`config.mk`:
```
export PLATFORM = sky130hd
export DESIGN_NAME = uart_rx
export DESIGN_NICKNAME = d
export VERILOG_FILES = /design/src/rtl/uart_pkg.sv /design/src/rtl/uart_rx_if.sv /design/src/rtl/sync_2ff.sv /design/src/rtl/uart_rx_core.sv /design/src/rtl/uart_rx.sv
export SDC_FILE = /design/constraint.sdc
export NUM_CORES = 1
export LEC_CHECK = 0
export BUFFER_PORTS_ARGS = -buffer_cell sky130_fd_sc_hd__buf_2
export CORE_MARGIN = 2
export CORE_UTILIZATION = 30
export DETAILED_ROUTE_END_ITERATION = 7
export HOLD_SLACK_MARGIN = 0.02
export PLACE_DENSITY = 0.51
export SYNTH_ARGS = -nofsm -noshare
export SYNTH_HDL_FRONTEND = slang
export SYNTH_HIERARCHICAL = 1
export SYNTH_SLANG_ARGS = --single-unit
```
`constraint.sdc`:
```
create_clock -name i_Clock -period 2.64 [get_ports i_Clock]
set_input_delay 0.264 -clock i_Clock [delete_from_list [all_inputs] [get_ports i_Clock]]
set_output_delay 0.264 -clock i_Clock [all_outputs]
set_load 0.005 [all_outputs]
```
`src/rtl/uart_pkg.sv`:
```
// Shared types and constants for the 8N1 UART receiver.
`timescale 1ns/1ps
package uart_pkg;

  // Receiver FSM states
  typedef enum logic [2:0] {
    RX_IDLE    = 3'd0,
    RX_START   = 3'd1,
    RX_DATA    = 3'd2,
    RX_STOP    = 3'd3,
    RX_CLEANUP = 3'd4
  } rx_state_e;

  // 100 MHz system clock / 115200 baud
  localparam int DEFAULT_CLKS_PER_BIT = 868;

  // Frame shape: 8 data bits, no parity, 1 stop bit
  localparam int DATA_BITS = 8;

endpackage

```
`src/rtl/uart_rx_if.sv`:
```
// Receiver output bundle: byte strobe, byte value and FSM state for debug.
// Handshake: rx_dv is a one-cycle valid strobe with no ready; rx_byte is
// meaningful from the strobe cycle onward and holds until the next strobe.
`timescale 1ns/1ps
interface uart_rx_if;
  import uart_pkg::*;

  logic       rx_dv;
  logic [7:0] rx_byte;
  rx_state_e  state;

  modport master (output rx_dv, output rx_byte, output state);
  modport slave  (input  rx_dv, input  rx_byte, input  state);
endinterface

```
`src/rtl/sync_2ff.sv`:
```
// Two-flop synchronizer for an asynchronous single-bit input.
`timescale 1ns/1ps
module sync_2ff #(
  parameter logic RESET_VAL = 1'b1
) (
  input  logic clk,
  input  logic rst_n,
  input  logic d,
  output logic q
);

  logic meta_q;
  logic sync_q;

  // Shift the raw input through two stages; reset to the idle level
  always_ff @(posedge clk or negedge rst_n) begin
    if (!rst_n) begin
      meta_q <= RESET_VAL;
      sync_q <= RESET_VAL;
    end else begin
      meta_q <= d;
      sync_q <= meta_q;
    end
  end

  assign q = sync_q;

endmodule

```
`src/rtl/uart_rx_core.sv`:
```
// Receiver FSM: finds the start-bit midpoint, samples 8 data bits LSB first
// one bit period apart, then strobes the assembled byte at the stop midpoint.
`timescale 1ns/1ps
module uart_rx_core
  import uart_pkg::*;
#(
  parameter int CLKS_PER_BIT = DEFAULT_CLKS_PER_BIT
) (
  input  logic        clk,
  input  logic        rst_n,
  input  logic        rx_s,
  uart_rx_if.master   rx_out
);

  localparam int CNT_W = $clog2(CLKS_PER_BIT);
  localparam logic [CNT_W-1:0] HALF_CNT = CNT_W'((CLKS_PER_BIT - 1) / 2);
  localparam logic [CNT_W-1:0] LAST_CNT = CNT_W'(CLKS_PER_BIT - 1);
  localparam logic [2:0]       LAST_IDX = 3'(DATA_BITS - 1);

  rx_state_e        state_q,   state_d;
  logic [CNT_W-1:0] clk_cnt_q, clk_cnt_d;
  logic [2:0]       bit_idx_q, bit_idx_d;
  logic [7:0]       shift_q,   shift_d;
  logic [7:0]       rx_byte_q, rx_byte_d;
  logic             rx_dv_q,   rx_dv_d;

  // Next-state and datapath decisions; rx_dv defaults low so it pulses once
  always_comb begin
    state_d   = state_q;
    clk_cnt_d = clk_cnt_q;
    bit_idx_d = bit_idx_q;
    shift_d   = shift_q;
    rx_byte_d = rx_byte_q;
    rx_dv_d   = 1'b0;

    case (state_q)
      RX_IDLE: begin
        clk_cnt_d = '0;
        bit_idx_d = '0;
        if (!rx_s) state_d = RX_START;
      end

      RX_START: begin
        if (clk_cnt_q == HALF_CNT) begin
          clk_cnt_d = '0;
          // A line that is high again at the midpoint was only a glitch
          state_d   = rx_s ? RX_IDLE : RX_DATA;
        end else begin
          clk_cnt_d = clk_cnt_q + 1'b1;
        end
      end

      RX_DATA: begin
        if (clk_cnt_q == LAST_CNT) begin
          clk_cnt_d          = '0;
          shift_d[bit_idx_q] = rx_s;
          if (bit_idx_q == LAST_IDX) begin
            bit_idx_d = '0;
            state_d   = RX_STOP;
          end else begin
            bit_idx_d = bit_idx_q + 1'b1;
          end
        end else begin
          clk_cnt_d = clk_cnt_q + 1'b1;
        end
      end

      RX_STOP: begin
        // Stop-bit level is deliberately ignored: framing errors still deliver
        if (clk_cnt_q == LAST_CNT) begin
          clk_cnt_d = '0;
          rx_byte_d = shift_q;
          rx_dv_d   = 1'b1;
          state_d   = RX_CLEANUP;
        end else begin
          clk_cnt_d = clk_cnt_q + 1'b1;
        end
      end

      RX_CLEANUP: begin
        state_d = RX_IDLE;
      end

      default: begin
        state_d = RX_IDLE;
      end
    endcase
  end

  // Register all FSM state and outputs; reset aborts any frame in flight
  always_ff @(posedge clk or negedge rst_n) begin
    if (!rst_n) begin
      state_q   <= RX_IDLE;
      clk_cnt_q <= '0;
      bit_idx_q <= '0;
      shift_q   <= '0;
      rx_byte_q <= '0;
      rx_dv_q   <= 1'b0;
    end else begin
      state_q   <= state_d;
      clk_cnt_q <= clk_cnt_d;
      bit_idx_q <= bit_idx_d;
      shift_q   <= shift_d;
      rx_byte_q <= rx_byte_d;
      rx_dv_q   <= rx_dv_d;
    end
  end

  assign rx_out.rx_dv   = rx_dv_q;
  assign rx_out.rx_byte = rx_byte_q;
  assign rx_out.state   = state_q;

endmodule

```
`src/rtl/uart_rx.sv`:
```
// 8N1 UART receiver top: synchronizes the serial line and runs the receive FSM.
`timescale 1ns/1ps
module uart_rx
  import uart_pkg::*;
#(
  parameter int CLKS_PER_BIT = DEFAULT_CLKS_PER_BIT
) (
  input  logic       i_Clock,
  input  logic       i_nRst,
  input  logic       i_Rx_Serial,
  output logic       o_Rx_DV,
  output logic [7:0] o_Rx_Byte
);

  logic rx_s;

  uart_rx_if rx_bus ();

  sync_2ff #(.RESET_VAL(1'b1)) u_sync (
    .clk   (i_Clock),
    .rst_n (i_nRst),
    .d     (i_Rx_Serial),
    .q     (rx_s)
  );

  uart_rx_core #(.CLKS_PER_BIT(CLKS_PER_BIT)) u_core (
    .clk    (i_Clock),
    .rst_n  (i_nRst),
    .rx_s   (rx_s),
    .rx_out (rx_bus.master)
  );

  assign o_Rx_DV   = rx_bus.rx_dv;
  assign o_Rx_Byte = rx_bus.rx_byte;

endmodule

```
# --- After elaboration in Yosys (flattened, before gate mapping) ---
# Index checks and enable logic that the tools add are counted.
totals:
  register_bits: 35
  input_bits: 3
  out_inout_bits: 9
  word_cells: 50
op_classes:
  addsub: 2
  order_cmp: 2
  eq_ne: 11
  mux: 18
  reduce_logical: 9
ops:
  columns: ["op", "n"]
  rows:
  - ["case mux 10 bit (3 select lines)", 1]
  - ["two-way mux 3 bit", 7]
  - ["two-way mux 10 bit", 2]
  - ["case mux 3 bit (4 select lines)", 1]
  - ["adder 10 x 1 -> 10 bit, second input constant", 1]
  - ["equality test 10 bit, second input constant", 1]
  - ["equality test 10 x 9 -> 1 bit, second input constant", 1]
  - ["bitwise mux 8 bit", 1]
  - ["inequality test 2 x 1 -> 1 bit, second input constant", 4]
  - ["equality test 3 x 2 -> 1 bit, second input constant", 2]
  - ["case mux 3 bit (2 select lines)", 1]
  - ["AND reduction 2 bit", 3]
  - ["AND reduction 5 bit", 1]
  - ["< comparator 3 x 4 -> 1 bit, second input constant", 1]
  - ["adder 3 x 1 -> 3 bit, second input constant", 1]
  - ["demux 1 bit (select 3 bit)", 1]
  - ["equality test 3 x 1 -> 1 bit, second input constant", 1]
  - ["equality test 3 bit, second input constant", 1]
  - [">= comparator 3 x 1 -> 1 bit, second input constant", 1]
  - ["zero test 3 bit", 1]
  - ["two-way mux 1 bit", 3]
  - ["nonzero test 3 bit", 1]
  - ["two-way mux 2 bit", 1]
  - ["inequality test 2 bit, second input constant", 1]
  - ["3 further kinds", 3]

# --- Logic depth before layout (Yosys ltp) ---
# Gate-level depths: netlist of run 1.
logic_depth:
  ltp_word: 5
  mapped_depth: 6
  mapped_depth_nobuf: 6

# --- Hierarchy ---
# Netlist of run 1, hierarchy kept.
by_module_without_submodules:
  columns: ["mod", "n_inst", "cells_per_inst", "area_each_um2", "seq_area_each_um2"]
  rows:
  - ["uart_rx_core", 1, 145, 1676.6, 825.8]
  - ["sync_2ff", 1, 2, 52.6, 52.6]

# --- Least setup slack after synthesis of run 1 ---
# OpenSTA, ideal clock, no wires.
synth_timing:
  path_type: "register -> register"
  startpoint: "register u_core.clk_cnt_q[0]"
  endpoint: "register u_core.rx_byte_q[0], in the netlist u_core/rx_out.rx_byte[0]"
  setup_ns: 0.125
  arrival_time_ns: 1.657
  required_time_ns: 2.515
  slack_ns: 0.858
  path_stages_with_launch: 6
  path_buffers: 0
  synth_period_minus_slack_ns: 1.782
  cell_sequence: "dfrtp_1 ha_1 and4bb_1 nand3_2 nor3_4 mux2_2"
synth_between:
  elab_chain_cells: 2
synth_rtl:
  columns: ["element", "line", "source"]
  rows:
  - ["start: declaration", "uart_rx_core.sv:21", "logic [CNT_W-1:0] clk_cnt_q, clk_cnt_d;"]
  - ["start signal: assignment", "uart_rx_core.sv:101", "clk_cnt_q <= clk_cnt_d;"]
  - ["equality test 10 bit", "uart_rx_core.sv:70", "if (clk_cnt_q == LAST_CNT) begin"]
  - ["AND reduction 2 bit (no line)", null, null]
  - ["end signal: assignment", "uart_rx_core.sv:104", "rx_byte_q <= rx_byte_d;"]
  - ["end: declaration", "uart_rx_core.sv:24", "logic [7:0] rx_byte_q, rx_byte_d;"]
# No other way between the ends.
# A chain may end at the register's enable or synchronous reset.

# --- Worst setup path in the final report of run 1 ---
layout_timing:
  startpoint: "register u_core.clk_cnt_q[0]"
  endpoint: "register u_core.shift_q[4]"
layout_between:
  elab_chain_cells: 2
layout_rtl:
  columns: ["element", "line", "source"]
  rows:
  - ["equality test 10 bit", "uart_rx_core.sv:54", "if (clk_cnt_q == LAST_CNT) begin"]
  - ["AND reduction 2 bit (no line)", null, null]
  - ["end signal: assignment", "uart_rx_core.sv:103", "shift_q <= shift_d;"]
  - ["end: declaration", "uart_rx_core.sv:23", "logic [7:0] shift_q, shift_d;"]
# No other way between the ends.

==> impl_metrics.yaml, run 1 <==
global_routing:
  grt_max_degree: 36
  grt_pass1_wl_um: 5500
  grt_pass1_vias: 1120
  grt_use_total_pct: 11.2
  grt_antenna_before_repair: 0
  gr-total-overflow: 0
clocking:
  ctsResizeCount: 0
  post-cts-setup-buffer-count: 0
  cts_buffer_depth: 2
  clk_latency_ps: 280
  clock-sinks: 35
  cts_tree: "yes"
  cts_buffers: 5
  cts_root_buf: "clkbuf_8"
  path_clk_slew_ps: 70
  cts_hold_buf: 0
  cts_max_level: 2
floorplanning:
  ios: 12
  rows: 27
  coreArea_um2: 5540
  die-area_um2: 6390
  die_w_um: 79.9
  start_util_pct: 31.2
  die_y_um: 79.9
layout:
  multiInputGateArea_um2: 807
  regArea_um2: 878
  nets: 166
  antenna_cells: 0
  layout_common_cells: "33 x dfrtp_1, 16 x mux2_2, 12 x nand2_1, 11 x buf_2, 11 x nor2_1"
  drive_gt1_share_pct: 27.5
  area_growth_pct: 11.9
  fillCellCount: 568
  layout.cells.most_common: "dfrtp_1"
power:
  power_uw: 931
  vdd_drop_max_mv: 0.220
  p_leak_nw: 0.840
  p_per_area_nw_per_um2: 481
timing:
  fin_crit_sh_pct: 82.1
  slew_headroom_pct: 48.5
  period_needed_ps: 2170
  setup_viol: 0
  fin_worst_skew_ps: 6.66
  rsz0062_at_grt: "false"
  hold_violations: 0
  max_freq_mhz: 461
  slew_viol_final: 0
  tns_ps: 0
  tightest_slew_ps: 772
drt:
  firstDrtPassIters: 4
  ant_nets: 0
  routed_via_density: 5.04
  highest_layer: "met4"
  routed_wirelength_um: 3300
  wl_met3_um: 117
  num_vias: 1169
  drc: 0
  met1_length_um: 1600
  drtIter0Drc: 37
  routedWlPerCell_um: 14.2
  met2_length_um: 1530
synth:
  async_flop_share_pct: 100
  syn_area_per_cell_um2: 11.8
  synth_edf_count: 0
  ys_seq_area_share_pct: 50.8
  syn_nets: 154
  synth_area_um2: 1730
  yosys_register_bits: 35
  synthDistinctLibCells: 40
  synth_top_cell_area_share_pct: 47.8
  synth.area.top_cells: "dfrtp_1 48%, mux2_2 10%, dfstp_2 3.0%"
  ys.warnings.count: 6
  ys.flop_type: "dfrtp_1"
  synth_cells: 147
  synth_top_area_cell: "dfrtp_1"
critical_path:
  rr_worst_depth: 5
  arrival_ps: 2340
  reg2reg_slack_ps: 470
  required_ps: 2810
  path_max_fanout: 13
  cp-start-kind: "register"
  r2r-end: "u_core/shift_q[4]"
  critPathKind: "register to register"
  critPathCaptureType: "register"
  r2r-start: "u_core/clk_cnt_q[0]"
worst_hold_path:
  worstHoldPathType: "input pin to async pin"
placed_design:
  port_buffers: 11
  hpwl_um: 2250
  gp_congestion: 0.789
job:
  maxCapViolCount: 0
outcome:
  status: "completed"
state kept, by name, indices dropped and copies added (netlist names):
| name | flops |
|---|---|
| u_core/rx_out.rx_byte | 8 |
| u_sync/meta_q | 1 |
| u_core/bit_idx_q | 3 |
| u_core/clk_cnt_q | 10 |
| u_core/shift_q | 8 |
| u_core/rx_out.state | 3 |
| u_core/rx_out.rx_dv | 1 |
| u_sync/q | 1 |
final cells by class:
type | instances | area share (%)
multi-input combinational | 102 | 41.7
sequential | 35 | 45.4
clock buffer | 5 | 3.56
tap | 72 | 4.66
timing repair buffer | 11 | 2.85
clock inverter | 3 | 1.03
inverter | 4 | 0.776
stage by stage:
stage	area [µm²]	hold slack (ps)	setup slack (ps)	utilization [%]	cells
2_1_floorplan	1730	-31.6	858	-	147
3_3_place_gp	1850	346	611	33.3	224
3_5_place_dp	1850	349	517	33.3	224
4_1_cts	1930	65.5	500	34.9	232
5_1_grt	1930	56.6	383	34.9	232
6_report	1930	57.9	473	34.9	232
synth_stat cells, types with 3 or more instances:
library cell	n
dfrtp_1	33
mux2_2	16
nand2_1	12
nor2_1	11
xnor2_1	5
and4_1	4
ha_1	4
inv_1	4
nand4b_1	4
nor4_1	4
o21ai_0	4
nand3_1	3
nand4_1	3
nor2b_1	3
critical path, cell delays in order, from the launching register on:
cell and delay (ps):
dfrtp_1 480, ha_1 240, and4bb_1 240, and4_1 460, and4bb_2 310, mux2_2 330
power breakdown:
part | total [mW] | internal [mW] | switching (mW)
Clock | 0.377 | 0.183 | 0.194
Sequential | 0.541 | 0.539 | 0.00230
Combinational | 0.0120 | 0.00147 | 0.0106
Total | 0.931 | 0.724 | 0.207
layer usage:
layer / vias to the layer above / track usage, %
met3: 8 / 3.39
met1: 575 / 14.7
li1: 560 / -
met4: 0 / 4.41
met2: 26 / 17.3
met5: - / 0
worst max-delay path by stage:
stage,cells after the start,startpoint,end
global placement,5,u_core/clk_cnt_q[0],u_core/shift_q[4]
detailed placement,5,u_core/clk_cnt_q[0],u_core/shift_q[4]
global route,5,u_core/clk_cnt_q[0],u_core/shift_q[4]
CTS,5,u_core/clk_cnt_q[0],u_core/shift_q[4]
finish,5,u_core/clk_cnt_q[0],u_core/shift_q[4]
floorplan,5,u_core/clk_cnt_q[0],u_core/rx_out.rx_byte[0]
cells by family (layout without fill, tap and decap cells):
group / count (synthesis) / after routing / share of synthesized area (%)
xor+xnor: 7 / 7 / 3.55
fa+ha+maj: 4 / 4 / 2.89
simple gates: 62 / 62 / 23.5
buf+inv: 10 / 23 / 2.53
mux: 18 / 18 / 11.7
compound gates: 11 / 11 / 4.99
flops: 35 / 35 / 50.8
(Power assumes the default switching activity.)
==> run 2, diff against run 1 <==
ABC_AREA = 1   (was not set)
PLACE_DENSITY = 0.53   (was 0.51)
clock period = 1.8 ns   (was 2.64 ns; I/O delays follow)
==> impl_metrics.yaml, run 2 <==
outcome:
  status: "completed"
timing:
  max_freq_mhz: 628
  fin_worst_skew_ps: 7.24
  setup_viol: 0
  whs_ps: 356
  tns_ps: 0
  slew_headroom_pct: 70.8
  period_needed_ps: 1590
  slew_viol_final: 0
  fin_crit_sh_pct: 88.5
  hold_violations: 0
  tightest_slew_ps: 438
  rsz0062_at_grt: "false"
clocking:
  clk_latency_ps: 290
  cts_tree: "yes"
  path_clk_slew_ps: 70
  ctsResizeCount: 0
  cts_buffers: 5
  cts_buffer_depth: 2
  cts_root_buf: "clkbuf_8"
  clock-sinks: 35
  cts_max_level: 2
  post-cts-setup-buffer-count: 0
synth:
  ys.flop_type: "dfrtp_1"
  synth_cells: 234
  yosys_register_bits: 35
  ys.warnings.count: 6
  synthDistinctLibCells: 27
  synth_area_um2: 1810
  synth_top_cell_area_share_pct: 45.6
  post-synth-top-count-cell: "nand2_1"
  synthTopCellsByCount: "88 x nand2_1, 33 x dfrtp_1, 28 x inv_1, 22 x nor2_1, 17 x nand3_1"
  synth_top_area_cell: "dfrtp_1"
  syn_nets: 241
  synth_edf_count: 0
  async_flop_share_pct: 100
  ys_seq_area_share_pct: 48.5
  synth.area.top_cells: "dfrtp_1 46%, nand2_1 18%, inv_1 5.8%"
  syn_area_per_cell_um2: 7.73
placed_design:
  hpwl_um: 2450
  gp_congestion: 0.804
  place_inst: 319
  port_buffers: 11
floorplanning:
  ios: 12
  die-area_um2: 6670
  die_w_um: 81.7
  die_y_um: 81.7
  coreArea_um2: 5890
  start_util_pct: 30.7
  rows: 28
drt:
  wl_met3_um: 105
  met2_length_um: 1370
  num_vias: 1419
  routed_via_density: 4.31
  routed_wirelength_um: 3380
  ant_nets: 0
  routedWlPerCell_um: 10.3
  highest_layer: "met4"
  drc: 0
  met1_length_um: 1830
  firstDrtPassIters: 4
  drtIter0Drc: 94
global_routing:
  grt_pass1_vias: 1281
  grt_use_total_pct: 11.5
  gr-total-overflow: 0
  grt_pass1_wl_um: 5800
  grt_max_degree: 36
  grt_antenna_before_repair: 0
layout:
  layout_common_cells: "88 x nand2_1, 33 x dfrtp_1, 28 x inv_1, 22 x nor2_1, 17 x nand3_1"
  fillCellCount: 643
  fin_cells: 329
  layout.cells.most_common: "nand2_1"
  largest_reg_flops: 10
  nets: 260
  regMostFlops: "u_core/clk_cnt_q"
  antenna_cells: 0
  drive_gt1_share_pct: 15.4
  area_growth_pct: 14.9
critical_path:
  cp-start-kind: "register"
  critPathKind: "register to register"
  rr_worst_depth: 7
  critPathCaptureType: "register"
  path_max_fanout: 10
  arrival_ps: 1820
  r2r-start: "u_core/clk_cnt_q[0]"
  r2r-end: "u_core/rx_out.rx_byte[5]"
  reg2reg_slack_ps: 210
  required_ps: 2030
power:
  vdd_drop_max_mv: 0.332
  p_leak_nw: 1.13
  p_per_area_nw_per_um2: 732
job:
  maxCapViolCount: 0
worst_hold_path:
  hold_end: "u_sync/q"
  whs_path_depth: 0
  worstHoldPathType: "register to register"
  min_from: "u_sync/meta_q"
-- run 2: cell types whose count changed after synthesis, moves of 4 or more --
cell | previous run | this run
inv_1 | 4 | 28
nand2_1 | 12 | 88
xnor2_1 | 5 | 0
nor4_1 | 4 | 0
and4_1 | 4 | 0
nand4b_1 | 4 | 0
mux2_2 | 16 | 0
nand3_1 | 3 | 17
nor2_1 | 11 | 22
-- run 2: layout make-up --
class	instances	area, µm²	area share (%)
Timing Repair Buffer	15	90.1	4.33
Clock inverter	3	43.8	2.11
Inverter	32	126	6.08
Clock buffer	5	68.8	3.31
Multi-Input combinational cell	164	777	37.4
Sequential cell	35	878	42.3
Tap cell	75	93.8	4.52
-- run 2: power breakdown --
group | switching [mW] | internal (mW) | total (mW)
clock | 0.293 | 0.412 | 0.705
sequential | 0.00359 | 0.790 | 0.794
combinational | 0.0161 | 0.00641 | 0.0225
-- run 2: routing by layer --
| layer | global-route usage [%] | vias up |
|---|---|---|
| met4 | 5.50 | 0 |
| met2 | 16.6 | 16 |
| li1 | - | 763 |
| met3 | 3.63 | 6 |
| met5 | 0 | - |
| met1 | 15.6 | 634 |
-- run 2: kinds of logic (layout without fill, tap and decap cells) --
kind of cell               Yosys count  after routing  share of synthesized area (%)
AOI/OAI and AO/OA                   13             13                           3.94
xor gates and xnor gates             2              2                          0.968
adders and majority gates            4              4                           2.77
buffers and inverters               35             55                           8.51
DFF                                 35             35                           48.5
and+or+nand+nor                    145            145                           35.3
-- run 2: how the worst max path moves through the flow --
stage	startpoint	endpoint	slack (ps)	cells past startpoint
3_3_place_gp	u_core/clk_cnt_q[0]	u_core/rx_out.rx_byte[5]	210	7
4_1_cts	u_core/clk_cnt_q[0]	u_core/rx_out.rx_byte[5]	190	7
6_report	u_core/clk_cnt_q[0]	u_core/rx_out.rx_byte[5]	210	7
2_1_floorplan	u_core/clk_cnt_q[0]	u_core/clk_cnt_q[6]	400	10
3_5_place_dp	u_core/clk_cnt_q[0]	u_core/rx_out.rx_byte[5]	200	7
5_1_grt	u_core/clk_cnt_q[0]	u_core/rx_out.rx_byte[5]	20	7
-- run 2: critical path, cell delays in order, from the launching register on --
cell	delay, ps
dfrtp_1	410
ha_1	240
nand2_1	90
nor2_2	140
nand4_2	300
clkinv_2	210
nand2_1	80
nand2_1	60
-- run 2: what timing repair did --
action / in CTS / in global routing
hold buffers: 2 / 0
hold endpoints to repair: 34 / 0
endpoints found under the setup margin: 0 / 0
-- run 2: stage by stage --
stage / instance area, µm² / power [mW] / worst slack, ps / utilization [%]
floorplan: 1810 / 0.810 / 402 / -
global placement: 1950 / 0.830 / 211 / 33.1
detailed placement: 1950 / 0.830 / 202 / 33.1
CTS: 2080 / 1.55 / 188 / 35.3
global route: 2080 / 1.58 / 23.0 / 35.3
finish: 2080 / 1.52 / 208 / 35.3
==> run 3, diff against run 2 <==
--- a/config.mk
+++ b/config.mk
@@ -9,8 +9,8 @@
 export BUFFER_PORTS_ARGS = -buffer_cell sky130_fd_sc_hd__buf_2
 export CORE_MARGIN = 2
-export CORE_UTILIZATION = 30
+export CORE_UTILIZATION = 53
 export DETAILED_ROUTE_END_ITERATION = 7
 export HOLD_SLACK_MARGIN = 0.02
-export PLACE_DENSITY = 0.53
+export PLACE_DENSITY = 0.8
 export SYNTH_ARGS = -nofsm -noshare
 export SYNTH_HDL_FRONTEND = slang
==> constraint.sdc (replaced) <==
create_clock -name i_Clock -period 1.8 [get_ports i_Clock]
set_input_delay 0.18 -clock i_Clock [delete_from_list [all_inputs] [get_ports i_Clock]]
set_output_delay 0.18 -clock i_Clock [all_outputs]
set_load 0.01 [all_outputs]
==> impl_metrics.yaml, run 3 (synthesis results as in run 2) <==
outcome:
  status: "completed"
timing:
  slew_viol_final: 0
  slew_headroom_pct: 50.5
  period_needed_ps: 1580
  fin_crit_sh_pct: 88.0
  max_freq_mhz: 631
  tightest_slew_ps: 742
  tns_ps: 0
  hold_violations: 0
  setup_viol: 0
  fin_worst_skew_ps: 7.39
  rsz0062_at_grt: "false"
clocking:
  cts_buffers: 5
  clk_latency_ps: 340
  ctsResizeCount: 0
  path_clk_slew_ps: 100
  post-cts-setup-buffer-count: 0
  cts_hold_buf: 2
  cts_max_level: 2
  clock-sinks: 35
  cts_tree: "yes"
  cts_buffer_depth: 2
  cts_root_buf: "clkbuf_4"
job:
  maxCapViolCount: 0
floorplanning:
  die_w_um: 62.4
  start_util_pct: 54.6
  die-area_um2: 3900
  ios: 12
  die_y_um: 62.4
  coreArea_um2: 3310
  rows: 21
power:
  internal_power_mw: 1.09
  p_seq_share_pct: 58.4
  switching_share_pct: 19.8
  combPwrFrac_pct: 1.5
  p_clk_share_pct: 40.1
  p_per_area_nw_per_um2: 678
  power_mw: 1.36
  p_switching_uw: 269
  p_leak_nw: 1.11
  vdd_drop_max_mv: 0.353
worst_hold_path:
  whs_path_depth: 0
  worstHoldPathType: "register to register"
layout:
  layout_common_cells: "88 x nand2_1, 33 x dfrtp_1, 28 x inv_1, 22 x nor2_1, 17 x nand3_1"
  area_growth_pct: 10.8
  regMostFlops: "u_core/clk_cnt_q"
  fillCellCount: 329
  largest_reg_flops: 10
  fin_cells: 300
  layout.cells.most_common: "nand2_1"
  antenna_cells: 0
  drive_gt1_share_pct: 14.6
  nets: 260
critical_path:
  critPathCaptureType: "register"
  r2r-start: "u_core/clk_cnt_q[0]"
  arrival_ps: 1820
  path_max_fanout: 5
  reg2reg_slack_ps: 220
  r2r-end: "u_core/clk_cnt_q[6]"
  required_ps: 2040
  cp-start-kind: "register"
  endpoint: "u_core/clk_cnt_q[6]"
  crit_start: "u_core/clk_cnt_q[0]"
  rr_worst_depth: 10
  critPathKind: "register to register"
placed_design:
  place_inst: 290
  gp_congestion: 0.874
  hpwl_um: 2270
  port_buffers: 11
global_routing:
  gr-total-overflow: 0
  grt_pass1_wl_um: 5930
  grt_max_degree: 36
  grt_pass1_vias: 1434
  grt_use_total_pct: 19.4
  grt_antenna_before_repair: 0
drt:
  drc: 0
  ant_nets: 0
  routedWlPerCell_um: 10.5
  num_vias: 1425
  routed_wirelength_um: 3160
  firstDrtPassIters: 4
  routed_via_density: 4.75
  drtIter0Drc: 92
[run 3: cell types whose count changed in the layout (fill, tap and decap cells not counted)]
cell	change
clkinv_2	-1
clkinv_4	-1
clkbuf_8	-5
clkbuf_1	+2
clkbuf_4	+5
[run 3: routing by layer]
metal	track usage (%)	vias up	wire, µm
met1	25.4	630	1580
li1	-	763	-
met5	0	-	0
met4	6.94	0	48
met2	31.0	24	1390
met3	5.41	8	139
[run 3: layout make-up]
cell class | instances | area, µm² | area share [%]
Tap cell | 46 | 57.6 | 2.87
Clock buffer | 7 | 45.0 | 2.25
Timing Repair Buffer | 15 | 90.1 | 4.49
Sequential cell | 35 | 878 | 43.8
Clock inverter | 1 | 30.0 | 1.50
Inverter | 32 | 126 | 6.30
Multi-Input combinational cell | 164 | 777 | 38.8
[run 3: worst min path at each step]
| stage | startpoint | end |
|---|---|---|
| finish | u_sync/meta_q | u_sync/q |
| global route | u_sync/meta_q | u_sync/q |
| CTS | u_sync/meta_q | u_sync/q |
| detailed placement | i_nRst | u_core/clk_cnt_q[8] |
| global placement | i_nRst | u_core/clk_cnt_q[8] |
| floorplan | i_nRst | u_core/bit_idx_q[0] |
[run 3: power groups by stage]
stage | clock network, mW | logic (mW) | registers, mW
after global placement | 0 | 0.0185 | 0.809
final | 0.545 | 0.0203 | 0.793
after CTS | 0.567 | 0.0220 | 0.793
after detailed placement | 0 | 0.0186 | 0.809
after floorplan | 0 | 0.00411 | 0.806
after global routing | 0.603 | 0.0242 | 0.794
[run 3: metrics by stage]
| step | util (%) | hold slack (ps) | cell area (µm²) | setup WS [ps] |
|---|---|---|---|---|
| after global placement | 57.7 | 285 | 1910 | 289 |
| after CTS | 60.5 | 363 | 2000 | 200 |
| after detailed placement | 57.7 | 286 | 1910 | 243 |
| final | 60.5 | 362 | 2000 | 216 |
| after global routing | 60.5 | 365 | 2000 | 21.5 |
| after floorplan | - | -116 | 1810 | 402 |
[run 3: worst max-delay path, cell delays in order (launching register included)]
cell	delay, ps
dfrtp_1	430
ha_1	240
nand2_1	80
nor2_2	140
nand3_1	110
nand2_2	130
nand2_4	90
nor2_4	130
inv_2	50
nand2_1	60
inv_1	30
